## config.mk

```make
export PLATFORM = sky130hd
export DESIGN_NAME = enhanced_datapath
export DESIGN_NICKNAME = d
export VERILOG_FILES = /design/src/rtl/enhanced_datapath.sv
export SDC_FILE = /design/constraint.sdc
export NUM_CORES = 1
export LEC_CHECK = 0
export BUFFER_PORTS_ARGS = -buffer_cell sky130_fd_sc_hd__buf_2
export CORE_AREA = 2 2 146 148
export DETAILED_ROUTE_END_ITERATION = 16
export DIE_AREA = 0 0 148 150
export PLACE_DENSITY = 0.77
export SLEW_MARGIN = 30
export SYNTH_ARGS = -nofsm -noshare
export SYNTH_HDL_FRONTEND = slang
export SYNTH_SLANG_ARGS = --single-unit
```

## constraint.sdc

```tcl
create_clock -name clock -period 3.2 [get_ports clock]
set_clock_uncertainty 0.1 [all_clocks]
set_input_delay 0.16 -clock clock [delete_from_list [all_inputs] [get_ports clock]]
set_output_delay 0.16 -clock clock [all_outputs]
set_load 0.01 [all_outputs]
```

## src/rtl/enhanced_datapath.sv

```systemverilog
// ---------------------------------------------------------------------------
// enhanced_datapath
//
// Datapath of the enhanced 8-bit accumulator processor. It holds PC, IR, the
// accumulator A, the memory-data register MDR and a unified 2**AW x DW memory.
// Each cycle it executes the control word driven by the control-unit FSM and
// returns the opcode and the condition flags the FSM branches on. A separate
// program-load port fills memory from the board or a testbench.
//
// Optional feature macro: ENHANCED_DP_OVF_EN
//   defined     -> sticky signed-overflow flag on ADD/SUB accumulator loads
//   not defined -> ovf tied to 0, no overflow logic
//
// Ports:
//   clock      in   system clock, rising-edge active
//   reset      in   synchronous active-low reset (memory is not cleared)
//   IRload     in   IR <- MDR
//   JMPmux     in   PC source: 0 = PC+1, 1 = IR operand
//   PCload     in   PC <- selected source
//   Meminst    in   memory address: 0 = PC, 1 = IR operand
//   MemWr      in   M[IR operand] <- A
//   Asel[1:0]  in   A source: 00 add/sub, 01 in_data, 10 MDR, 11 zero
//   Aload      in   A <- selected source
//   Sub        in   ALU op: 0 = A+MDR, 1 = A-MDR
//   Halt       in   freeze IR, PC, A, ovf and MemWr writes
//   in_data    in   external input word (IN instruction)
//   prog_we    in   program-load write strobe (wins over MemWr)
//   prog_addr  in   program-load address
//   prog_data  in   program-load data
//   ir[2:0]    out  IR opcode field
//   Aeq0       out  A == 0
//   Apos       out  A sign bit clear (zero counts as positive)
//   out_data   out  A, for display
//   pc_out     out  PC, for display
//   ovf        out  sticky signed-overflow flag
// ---------------------------------------------------------------------------
module enhanced_datapath #(
    parameter int AW = 5,
    parameter int DW = 8
) (
    input  logic          clock,
    input  logic          reset,
    input  logic          IRload,
    input  logic          JMPmux,
    input  logic          PCload,
    input  logic          Meminst,
    input  logic          MemWr,
    input  logic [1:0]    Asel,
    input  logic          Aload,
    input  logic          Sub,
    input  logic          Halt,
    input  logic [DW-1:0] in_data,
    input  logic          prog_we,
    input  logic [AW-1:0] prog_addr,
    input  logic [DW-1:0] prog_data,
    output logic [2:0]    ir,
    output logic          Aeq0,
    output logic          Apos,
    output logic [DW-1:0] out_data,
    output logic [AW-1:0] pc_out,
    output logic          ovf
);

    localparam int DEPTH = 1 << AW;

    logic [AW-1:0] r_pc;
    logic [DW-1:0] r_ir;
    logic [DW-1:0] r_a;
    logic [DW-1:0] r_mdr;
    logic [DW-1:0] r_mem [DEPTH];

    logic [AW-1:0] w_addr;
    logic [AW-1:0] w_pc_next;
    logic [DW-1:0] w_alu;
    logic [DW-1:0] w_a_next;

`ifdef ENHANCED_DP_OVF_EN
    // Two's-complement overflow of r = a +/- b. For subtraction the operand
    // signs must differ; for addition they must match. In both cases the
    // result sign then differs from a.
    function automatic logic f_signed_ovf(
        input logic          sub,
        input logic [DW-1:0] a,
        input logic [DW-1:0] b,
        input logic [DW-1:0] r
    );
        logic same_sign;
        same_sign = (a[DW-1] == b[DW-1]);
        if (sub) begin
            return !same_sign && (r[DW-1] != a[DW-1]);
        end else begin
            return same_sign && (r[DW-1] != a[DW-1]);
        end
    endfunction

    logic r_ovf;
    logic w_ovf;
`endif

    // Address, next-PC and accumulator-source selection.
    always_comb begin
        w_addr    = Meminst ? r_ir[AW-1:0] : r_pc;
        w_pc_next = JMPmux ? r_ir[AW-1:0] : (r_pc + {{(AW-1){1'b0}}, 1'b1});
        if (Sub) begin
            w_alu = r_a - r_mdr;
        end else begin
            w_alu = r_a + r_mdr;
        end
        case (Asel)
            2'b00:   w_a_next = w_alu;
            2'b01:   w_a_next = in_data;
            2'b10:   w_a_next = r_mdr;
            2'b11:   w_a_next = {DW{1'b0}};
            default: w_a_next = {DW{1'b0}};
        endcase
    end

    // Architectural registers. MDR keeps tracking memory even while halted so
    // the fetch sequence stays coherent after Halt is released.
    always_ff @(posedge clock) begin
        if (!reset) begin
            r_pc  <= {AW{1'b0}};
            r_ir  <= {DW{1'b0}};
            r_a   <= {DW{1'b0}};
            r_mdr <= {DW{1'b0}};
        end else begin
            r_mdr <= r_mem[w_addr];
            if (!Halt) begin
                if (IRload) begin
                    r_ir <= r_mdr;
                end
                if (PCload) begin
                    r_pc <= w_pc_next;
                end
                if (Aload) begin
                    r_a <= w_a_next;
                end
            end
        end
    end

    // Memory write port. Program load takes precedence and is honoured even
    // while reset is held; datapath stores are blocked by reset and Halt.
    always_ff @(posedge clock) begin
        if (prog_we) begin
            r_mem[prog_addr] <= prog_data;
        end else if (reset && MemWr && !Halt) begin
            r_mem[r_ir[AW-1:0]] <= r_a;
        end
    end

`ifdef ENHANCED_DP_OVF_EN
    // Overflow is only meaningful when A actually takes the ALU result.
    always_comb begin
        w_ovf = 1'b0;
        if (Aload && !Halt && (Asel == 2'b00)) begin
            w_ovf = f_signed_ovf(Sub, r_a, r_mdr, w_alu);
        end else begin
            w_ovf = 1'b0;
        end
    end

    // Sticky overflow flag, cleared only by reset.
    always_ff @(posedge clock) begin
        if (!reset) begin
            r_ovf <= 1'b0;
        end else if (w_ovf) begin
            r_ovf <= 1'b1;
        end
    end

    assign ovf = r_ovf;
`else
    assign ovf = 1'b0;
`endif

    assign ir       = r_ir[DW-1:DW-3];
    assign Aeq0     = (r_a == {DW{1'b0}});
    assign Apos     = ~r_a[DW-1];
    assign out_data = r_a;
    assign pc_out   = r_pc;

endmodule

```

After elaboration in Yosys (flattened, before gate mapping). Memory sizes are Yosys's and may differ from the RTL's. A register that Yosys moved wholly into a read port is not among the register bits. Index checks and enable logic that the tools add are counted.

Add/subtract/negate cells: 3. Equality and inequality tests: 3. Mux-type cells: 12. Bitwise logic cells: 2. Reductions and logical operators: 10.

Operators by type and width (number): case mux 8 bit (4 select lines) (1); two-way mux 8 bit (2); two-way mux 5 bit (3); adder 8 bit (1); zero test 8 bit (1); OR reduction 8 bit (1); subtractor 8 bit (1); two-way mux 1 bit (6); AND reduction 2 bit (3); adder 5 x 1 -> 5 bit (second input constant) (1); equality test 2 bit (second input constant) (2); equality test 2 x 1 -> 1 bit (second input constant) (1); logical AND 1 bit (2); zero test 1 bit (2); zero test 2 bit (1); NOT 1 bit (2).

Register bits after elaboration: 21. RAM bits: 256. Bits of input ports: 34. Output and inout port bits: 19. Memories kept: 1.

Memories: r_mem (depth 32, bits a word 8, rd ports 1, clocked after Yosys merged registers in 1, wr ports 1, RTL line 70) `logic [DW-1:0] r_mem [DEPTH];`.

Logic depth before layout (Yosys ltp). Gate-level depths: netlist of run 1.

Depth in word-level cells: 7. Depth in mapped cells: 10. Mapped depth without buffers: 10.

Least setup slack after synthesis of run 1. OpenSTA, ideal clock, no wires.

Path kind: register -> register. Start: register r_mdr[0] (read register of r_mem). End: register r_a[7], in the netlist out_data[7]. Library setup time: 0.132 ns. Arrival: 2.259 ns. Required time: 2.968 ns. Slack: 0.709 ns. Stages on the path, launching flop included: 11. Path buffers: 0. Path through: dfxtp_1 > inv_1 > ha_1 > a31oi_1 > xnor2_1 > ha_1 > nand3_1 > a21oi_1 > or3_1 > nand4b_1 > or3b_2.

Cells in the longest elaborated chain, start to end: 3.

RTL lines: from (decl) (RTL line 69) `logic [DW-1:0] r_mdr;`; adder 8 bit / subtractor 8 bit (equally long branches) (RTL line 107, 105); two-way mux 8 bit (*) (RTL line 104) `if (Sub) begin`; case mux 8 bit (4 select lines) (*) (RTL line 109) `case (Asel)`; to (signal assigned) (RTL line 124) `r_a <= {DW{1'b0}};`; to (signal assigned) (RTL line 136) `r_a <= w_a_next;`; to (decl) (RTL line 68) `logic [DW-1:0] r_a;`.

Every way passes the cells marked *; elsewhere a longest branch is shown, timed or not. A chain may end at the register's enable or synchronous reset.

Worst setup path after layout of run 1.
Start: register r_mdr[1] (read register of r_mem). End: register r_a[5], in the netlist out_data[5].

The elaborated chain is that of the path after synthesis.

==> results of run 1 <==
## area by class of cell
type | instances | share of cell area [%]
sequential | 285 | 59.4
multi-input combinational | 539 | 26.4
clock buffer | 34 | 5.34
timing repair buffer | 110 | 5.32
tap | 275 | 2.47
clock inverter | 12 | 0.764
inverter | 12 | 0.323
## layout by cell type (no fill, tap or decap), types with 3 or more instances in the layout
| master | count |
|---|---|
| edfxtp_1 | 256 |
| nand2_1 | 124 |
| mux2i_1 | 71 |
| nand3_1 | 57 |
| buf_2 | 51 |
| nor2_1 | 47 |
| buf_4 | 42 |
| a21oi_1 | 30 |
| clkbuf_16 | 29 |
| dfxtp_1 | 29 |
| nor2b_1 | 22 |
| dlygate4sd3_1 | 17 |
| o22ai_1 | 16 |
| o21ai_0 | 14 |
| inv_1 | 12 |
| mux2_2 | 12 |
| mux4_2 | 12 |
| and2_1 | 11 |
| xnor2_1 | 10 |
| o2111ai_1 | 9 |
| ha_1 | 9 |
| a31oi_1 | 8 |
| nand2b_1 | 8 |
| o32ai_1 | 8 |
| nor3_1 | 6 |
| or3_1 | 5 |
| nor4_1 | 5 |
| clkbuf_1 | 5 |
| clkinv_1 | 5 |
| o21ai_1 | 4 |
| nor4_2 | 4 |
| mux4_1 | 4 |
| clkinv_2 | 4 |
| nand3b_1 | 3 |
| nor3b_1 | 3 |
| a21boi_0 | 3 |
| o211a_1 | 3 |
| a221o_1 | 3 |
## power by group through the flow
stage	clock network (mW)	logic [mW]	registers (mW)
global route	3.26	0.718	4.17
CTS	3.11	0.651	4.17
global placement	0	0.617	4.24
floorplan	0	0.429	4.23
finish	3.08	0.655	4.17
detailed placement	0	0.630	4.25
## state kept, by name, summed over array words and instances, names as in the netlist
register and cells:
pc_out 5, r_ir 8, out_data 8, r_mem 256
r_mdr 8
## routing by layer
metal | global-route usage [%] | vias up | wire length [µm]
met3 | 4.45 | 76 | 2090
li1 | - | 3514 | -
met5 | 0 | - | 0
met4 | 11.2 | 0 | 1260
met2 | 41.7 | 346 | 13300
met1 | 34.7 | 3777 | 11600
## cell families after synthesis
| logic type | count (synthesis) | share of synthesized area [%] |
|---|---|---|
| flops | 285 | 67.9 |
| buf+inv | 57 | 2.10 |
| simple gates | 305 | 11.9 |
| mux | 102 | 10.3 |
| other cells | 1 | 0.0308 |
| compound gates | 111 | 5.91 |
| fa+ha+maj | 10 | 1.09 |
| xor+xnor | 10 | 0.719 |
## worst max-delay path by stage
stage / endpoint / start / cells after the start
global placement: out_data[7]$_SDFFE_PN0P_ / r_mdr[1]$_SDFF_PN0_ / 10
CTS: out_data[5]$_SDFFE_PN0P_ / r_mdr[1]$_SDFF_PN0_ / 11
floorplan: out_data[7]$_SDFFE_PN0P_ / r_mdr[0]$_SDFF_PN0_ / 10
global route: out_data[5]$_SDFFE_PN0P_ / r_mdr[1]$_SDFF_PN0_ / 11
finish: out_data[5]$_SDFFE_PN0P_ / r_mdr[1]$_SDFF_PN0_ / 11
detailed placement: out_data[7]$_SDFFE_PN0P_ / r_mdr[1]$_SDFF_PN0_ / 10
## Yosys cell counts, types with 3 or more instances
cell type | instances | area, µm²
edfxtp_1 | 256 | 7690
nand2_1 | 124 | 465
mux2i_1 | 73 | 731
nand3_1 | 57 | 285
nor2_1 | 47 | 176
a21oi_1 | 32 | 160
dfxtp_1 | 29 | 581
clkbuf_1 | 28 | 105
nor2b_1 | 22 | 138
o22ai_1 | 16 | 100
o21ai_0 | 14 | 70.1
inv_1 | 12 | 45.0
mux2_2 | 12 | 135
mux4_2 | 12 | 270
and2_1 | 11 | 68.8
xnor2_1 | 10 | 87.6
ha_1 | 9 | 113
o2111ai_1 | 9 | 78.8
a31oi_1 | 8 | 50.1
buf_2 | 8 | 40.0
nand2b_1 | 8 | 50.1
o32ai_1 | 8 | 70.1
nor3_1 | 6 | 30.0
nor4_1 | 5 | 31.3
or3_1 | 5 | 31.3
buf_4 | 4 | 30.0
mux4_1 | 4 | 105
nor4_2 | 4 | 50.1
o21ai_1 | 4 | 20.0
a21boi_0 | 3 | 22.5
a221o_1 | 3 | 30.0
nand3b_1 | 3 | 22.5
nor3b_1 | 3 | 22.5
o211a_1 | 3 | 30.0
## worst reg2reg max path, cell delays in order, from the launching register on
cell           delay [ps]
dfxtp_1               460
inv_1                  80
ha_1                  210
a31oi_1               200
xnor2_1               160
ha_1                  320
nand3_1               110
a21oi_1                60
o31a_1                280
o31a_1                290
a21oi_1               130
dlygate4sd3_1         550
## per-stage QoR
stage	total power [mW]	setup slack, ps	instances	hold WS, ps	utilization [%]
floorplan	4.66	709	881	254	-
global placement	4.86	496	1204	375	62.3
detailed placement	4.88	461	1204	371	62.4
CTS	7.93	202	1267	2.77	67.3
global route	8.15	13.0	1267	6.02	67.3
finish	7.91	185	1267	10.2	67.3
==> flow_summary.toml, run 1 <==
[synthesis]
async_flop_share_pct = 0
synth_cell_types = 55
synth-warning-count = 0
syn-num-nets = 925
synth-edff-count = 256
seq_area_frac_synth_pct = 67.9
avgSynthCellArea_um2 = 13.8
synth_ff_type = "edfxtp_1"
synth_area_um2 = 12200
yosys_register_bits = 285
synth_cells = 881

[power]
p_leak_nw = 4.80
p_sw_share_pct = 22.0
power.switching_mw = 1.74
pwr-share-comb_pct = 8.3
pwr-share-seq_pct = 52.8
p_per_area_nw_per_um2 = 568
peakVddDrop_mv = 0.430
internal-power_mw = 6.17
clkPwrFrac_pct = 39.0

[cells_and_area]
area_growth_pct = 14.4
ff_latch_area_um2 = 8270
fin_area_um2 = 13900
nFillCells = 1452
drive_gt1_share_pct = 16.6
nets = 1020
num_antenna_cells = 0
multiInputGateArea_um2 = 3680

[cts]
numCtsBuffers = 28
htree_levels = 1
cts.sinks = 285
cts-root-buf = "clkbuf_16"
post_cts_buffers = 0
path_clk_slew_ps = 60
cts_hold_buf = 17
worstSkewPairLatency_ps = 540
cts_max_path_buffers = 3
cts_resized = 0
cts_tree = "built"

[worst_setup_path]
rr_startpoint = "r_mdr[1]$_SDFF_PN0_"
slowest_stage = "dlygate4sd3_1"
r2r-end = "out_data[5]$_SDFFE_PN0P_"
critPathTopFamily = "compound AO/OA/AOI/OAI gates"
required_ps = 3580
crit_chain = "inv_1, ha_1, a31oi_1, xnor2_1, ha_1, nand3_1, a21oi_1, o31a_1, o31a_1, a21oi_1, dlygate4sd3_1"
critPathMaxFanout = 5
critPathArrivalTime_ps = 3400
max_stage_delay_ps = 550
r2r_cells = 11
path_buf_inv = 2
worstSetupStartpointType = "register"
end_kind = "register"
reg2reg_slack_ps = 180
critPathKind = "register to register"

[routing]
num_vias = 7713
routedWlPerCell_um = 22.3
drt_iter0_drc = 730
ant_nets = 0
drc = 0
drtPass1Iterations = 7
drt_wl_total_um = 28200
viasPerCell = 6.09

[grt]
grt_pass1_vias = 7547
track_usage_pct = 25.7
grt_max_degree = 33
grt_pass1_wl_um = 42900
overflow = 0
grt_antenna_before_repair = 0

[die]
die_h_um = 150
die_area_um2 = 22200
start_util_pct = 58.8
core.rowCount = 53
coreArea_um2 = 20700
die_w_um = 148
io_pins = 53

[flow_run]
drv_cap = 0

[placed_design]
portBuffers = 51
place.gp.congestion = 0.853
hpwl_um = 18100
place_area_um2 = 12900

[min_path]
min_from = "reset"
min_to = "pc_out[1]$_SDFFE_PN0P_"
whs_path_depth = 3
hp-class = "primary input to register"

[timing]
fin_crit_ps = 3020
timing.fmax_ghz = 0.332
slew_violations = 0
tightest_slew_ps = 975
tns_ps = 0
setup_viol = 0
rsz0062_at_grt = "false"
min_period_over_period_pct = 94.2
hold_viol_final = 0
relSlewSlack_pct = 34.9

[run_status]
status = "completed"
(Power assumes the default switching activity.)
==> run 2, diff against run 1 <==
CORE_AREA = 2 2 160 162   (was 2 2 146 148)
DIE_AREA = 0 0 162 164   (was 0 0 148 150)
PLACE_DENSITY = 0.66   (was 0.77)
==> flow_summary.toml, run 2 (synthesis gave the netlist of run 1 again) <==
[run_status]
status = "completed"

[worst_setup_path]
r2r-end = "out_data[5]$_SDFFE_PN0P_"
critPathArrivalTime_ps = 3360
critPathMaxFanout = 5
rr_startpoint = "r_mdr[1]$_SDFF_PN0_"
slowest_stage = "dlygate4sd3_1"
critPathTopFamily = "compound AO/OA/AOI/OAI gates"
reg2reg_slack_ps = 220
end_kind = "register"
max_stage_delay_ps = 550
crit_cells = 11
crit_chain = "inv_1, ha_1, a31oi_1, xnor2_1, ha_1, nand3_1, a21oi_1, o31a_1, o31a_1, a21oi_1, dlygate4sd3_1"
required_ps = 3580
r2r_cells = 11
worstSetupStartpointType = "register"
critPathKind = "register to register"
path_buf_inv = 2

[min_path]
hp-class = "primary input to register"
min_from = "Aload"
whs_path_depth = 4
min_to = "out_data[0]$_SDFFE_PN0P_"

[cts]
htree_levels = 1
cts_max_path_buffers = 3
cts_tree = "built"
worstSkewPairLatency_ps = 540
cts_resized = 0
cts.sinks = 285
path_clk_slew_ps = 60
numCtsBuffers = 29
cts-root-buf = "clkbuf_16"

[routing]
drt_wl_total_um = 29300
drc = 0
drtPass1Iterations = 5
routedWlPerCell_um = 21.8
num_vias = 7615
drt_iter0_drc = 766
viasPerCell = 5.67
ant_nets = 0

[grt]
grtUsageMet1_pct = 31.6
use_met2_pct = 35.6
grt_pass1_vias = 7263
grt_pass1_wl_um = 43800
grt_use_met3_pct = 2.85
overflow = 0
track_usage_pct = 22.0
grt_antenna_before_repair = 0
grt.busiest_layer = "met2"
grt_max_degree = 38

[cells_and_area]
ff_latch_area_um2 = 8270
final_common_cell = "edfxtp_1"
nFillCells = 1998
nets = 1035
num_antenna_cells = 0
largest_register_ffs = 256
multiInputGateArea_um2 = 3670
stdcell_count = 1343
drive_gt1_share_pct = 17.8
final_core_util_pct = 57.0
area_growth_pct = 16.2
final_cell_mix = "edfxtp_1, nand2_1, mux2i_1, nand3_1, buf_4"
largest-register = "r_mem"

[power]
total_power_mw = 8.04
p_leak_nw = 4.90
p_per_area_nw_per_um2 = 568
peakVddDrop_mv = 0.394

[die]
io_pins = 53
die_h_um = 164
coreArea_um2 = 24800
die_w_um = 162
core.rowCount = 58
die_area_um2 = 26600
start_util_pct = 49.0

[timing]
worst_slack_ps = 224
tns_ps = 0
fin_crit_ps = 2980
setup_viol = 0
relSlewSlack_pct = 38.9
timing.fmax_ghz = 0.336
rsz0062_at_grt = "false"
tightest_slew_ps = 914
hold_viol_final = 0
min_period_over_period_pct = 93.0
slew_violations = 0

[placed_design]
portBuffers = 51
place.gp.congestion = 0.858
hpwl_um = 18600
dp_cells = 1269
place_worst_setup_slack_ps = 507

[flow_run]
drv_cap = 0
-- run 2: cell count changes in the layout (fill, tap and decap cells not counted), sizes merged --
cell         previous run  this run
dlygate4sd3            17        21
clkinvlp                1         2
buf                    93       103
clkinv                  9        15
-- run 2: worst max-delay path by stage --
stage,startpoint,end,slack [ps]
6_report,r_mdr[1]$_SDFF_PN0_,out_data[5]$_SDFFE_PN0P_,220
5_1_grt,r_mdr[2]$_SDFF_PN0_,out_data[5]$_SDFFE_PN0P_,40
4_1_cts,r_mdr[1]$_SDFF_PN0_,out_data[5]$_SDFFE_PN0P_,230
3_5_place_dp,Meminst,r_mdr[0]$_SDFF_PN0_,510
3_3_place_gp,Meminst,r_mdr[0]$_SDFF_PN0_,580
2_1_floorplan,r_mdr[0]$_SDFF_PN0_,out_data[7]$_SDFFE_PN0P_,710
-- run 2: per-stage QoR --
step	hold slack, ps	area [µm²]
4_1_cts	61.7	14100
3_5_place_dp	378	13000
5_1_grt	128	14100
2_1_floorplan	254	12200
6_report	93.4	14100
3_3_place_gp	384	13000
-- run 2: metal layers --
metal	vias up	wire length (µm)
li1	3550	-
met2	285	13700
met3	46	1970
met4	0	765
met1	3734	12900
met5	-	0
-- run 2: where the power goes --
part	switching, mW	internal [mW]	leakage, nW
clock network	1.38	1.82	0.439
registers	0.0473	4.12	2.55
logic	0.407	0.262	1.91
total	1.84	6.20	4.90
-- run 2: tightest hold or removal path, cell delays in order --
cell and delay [ps]:
buf_2 80, nand2b_1 190, nand2_1 120, and3_1 140
-- run 2: layout make-up --
type	instances	area share, %
clock buffer	34	5.26
clock inverter	19	1.04
inverter	12	0.318
multi-input combinational	539	26.0
sequential	285	58.4
tap	330	2.92
timing repair buffer	124	6.05
-- run 2: timing repair --
action,CTS,global route
hold endpoints to repair,12,0
hold buffers,21,0
buffers inserted,0,0
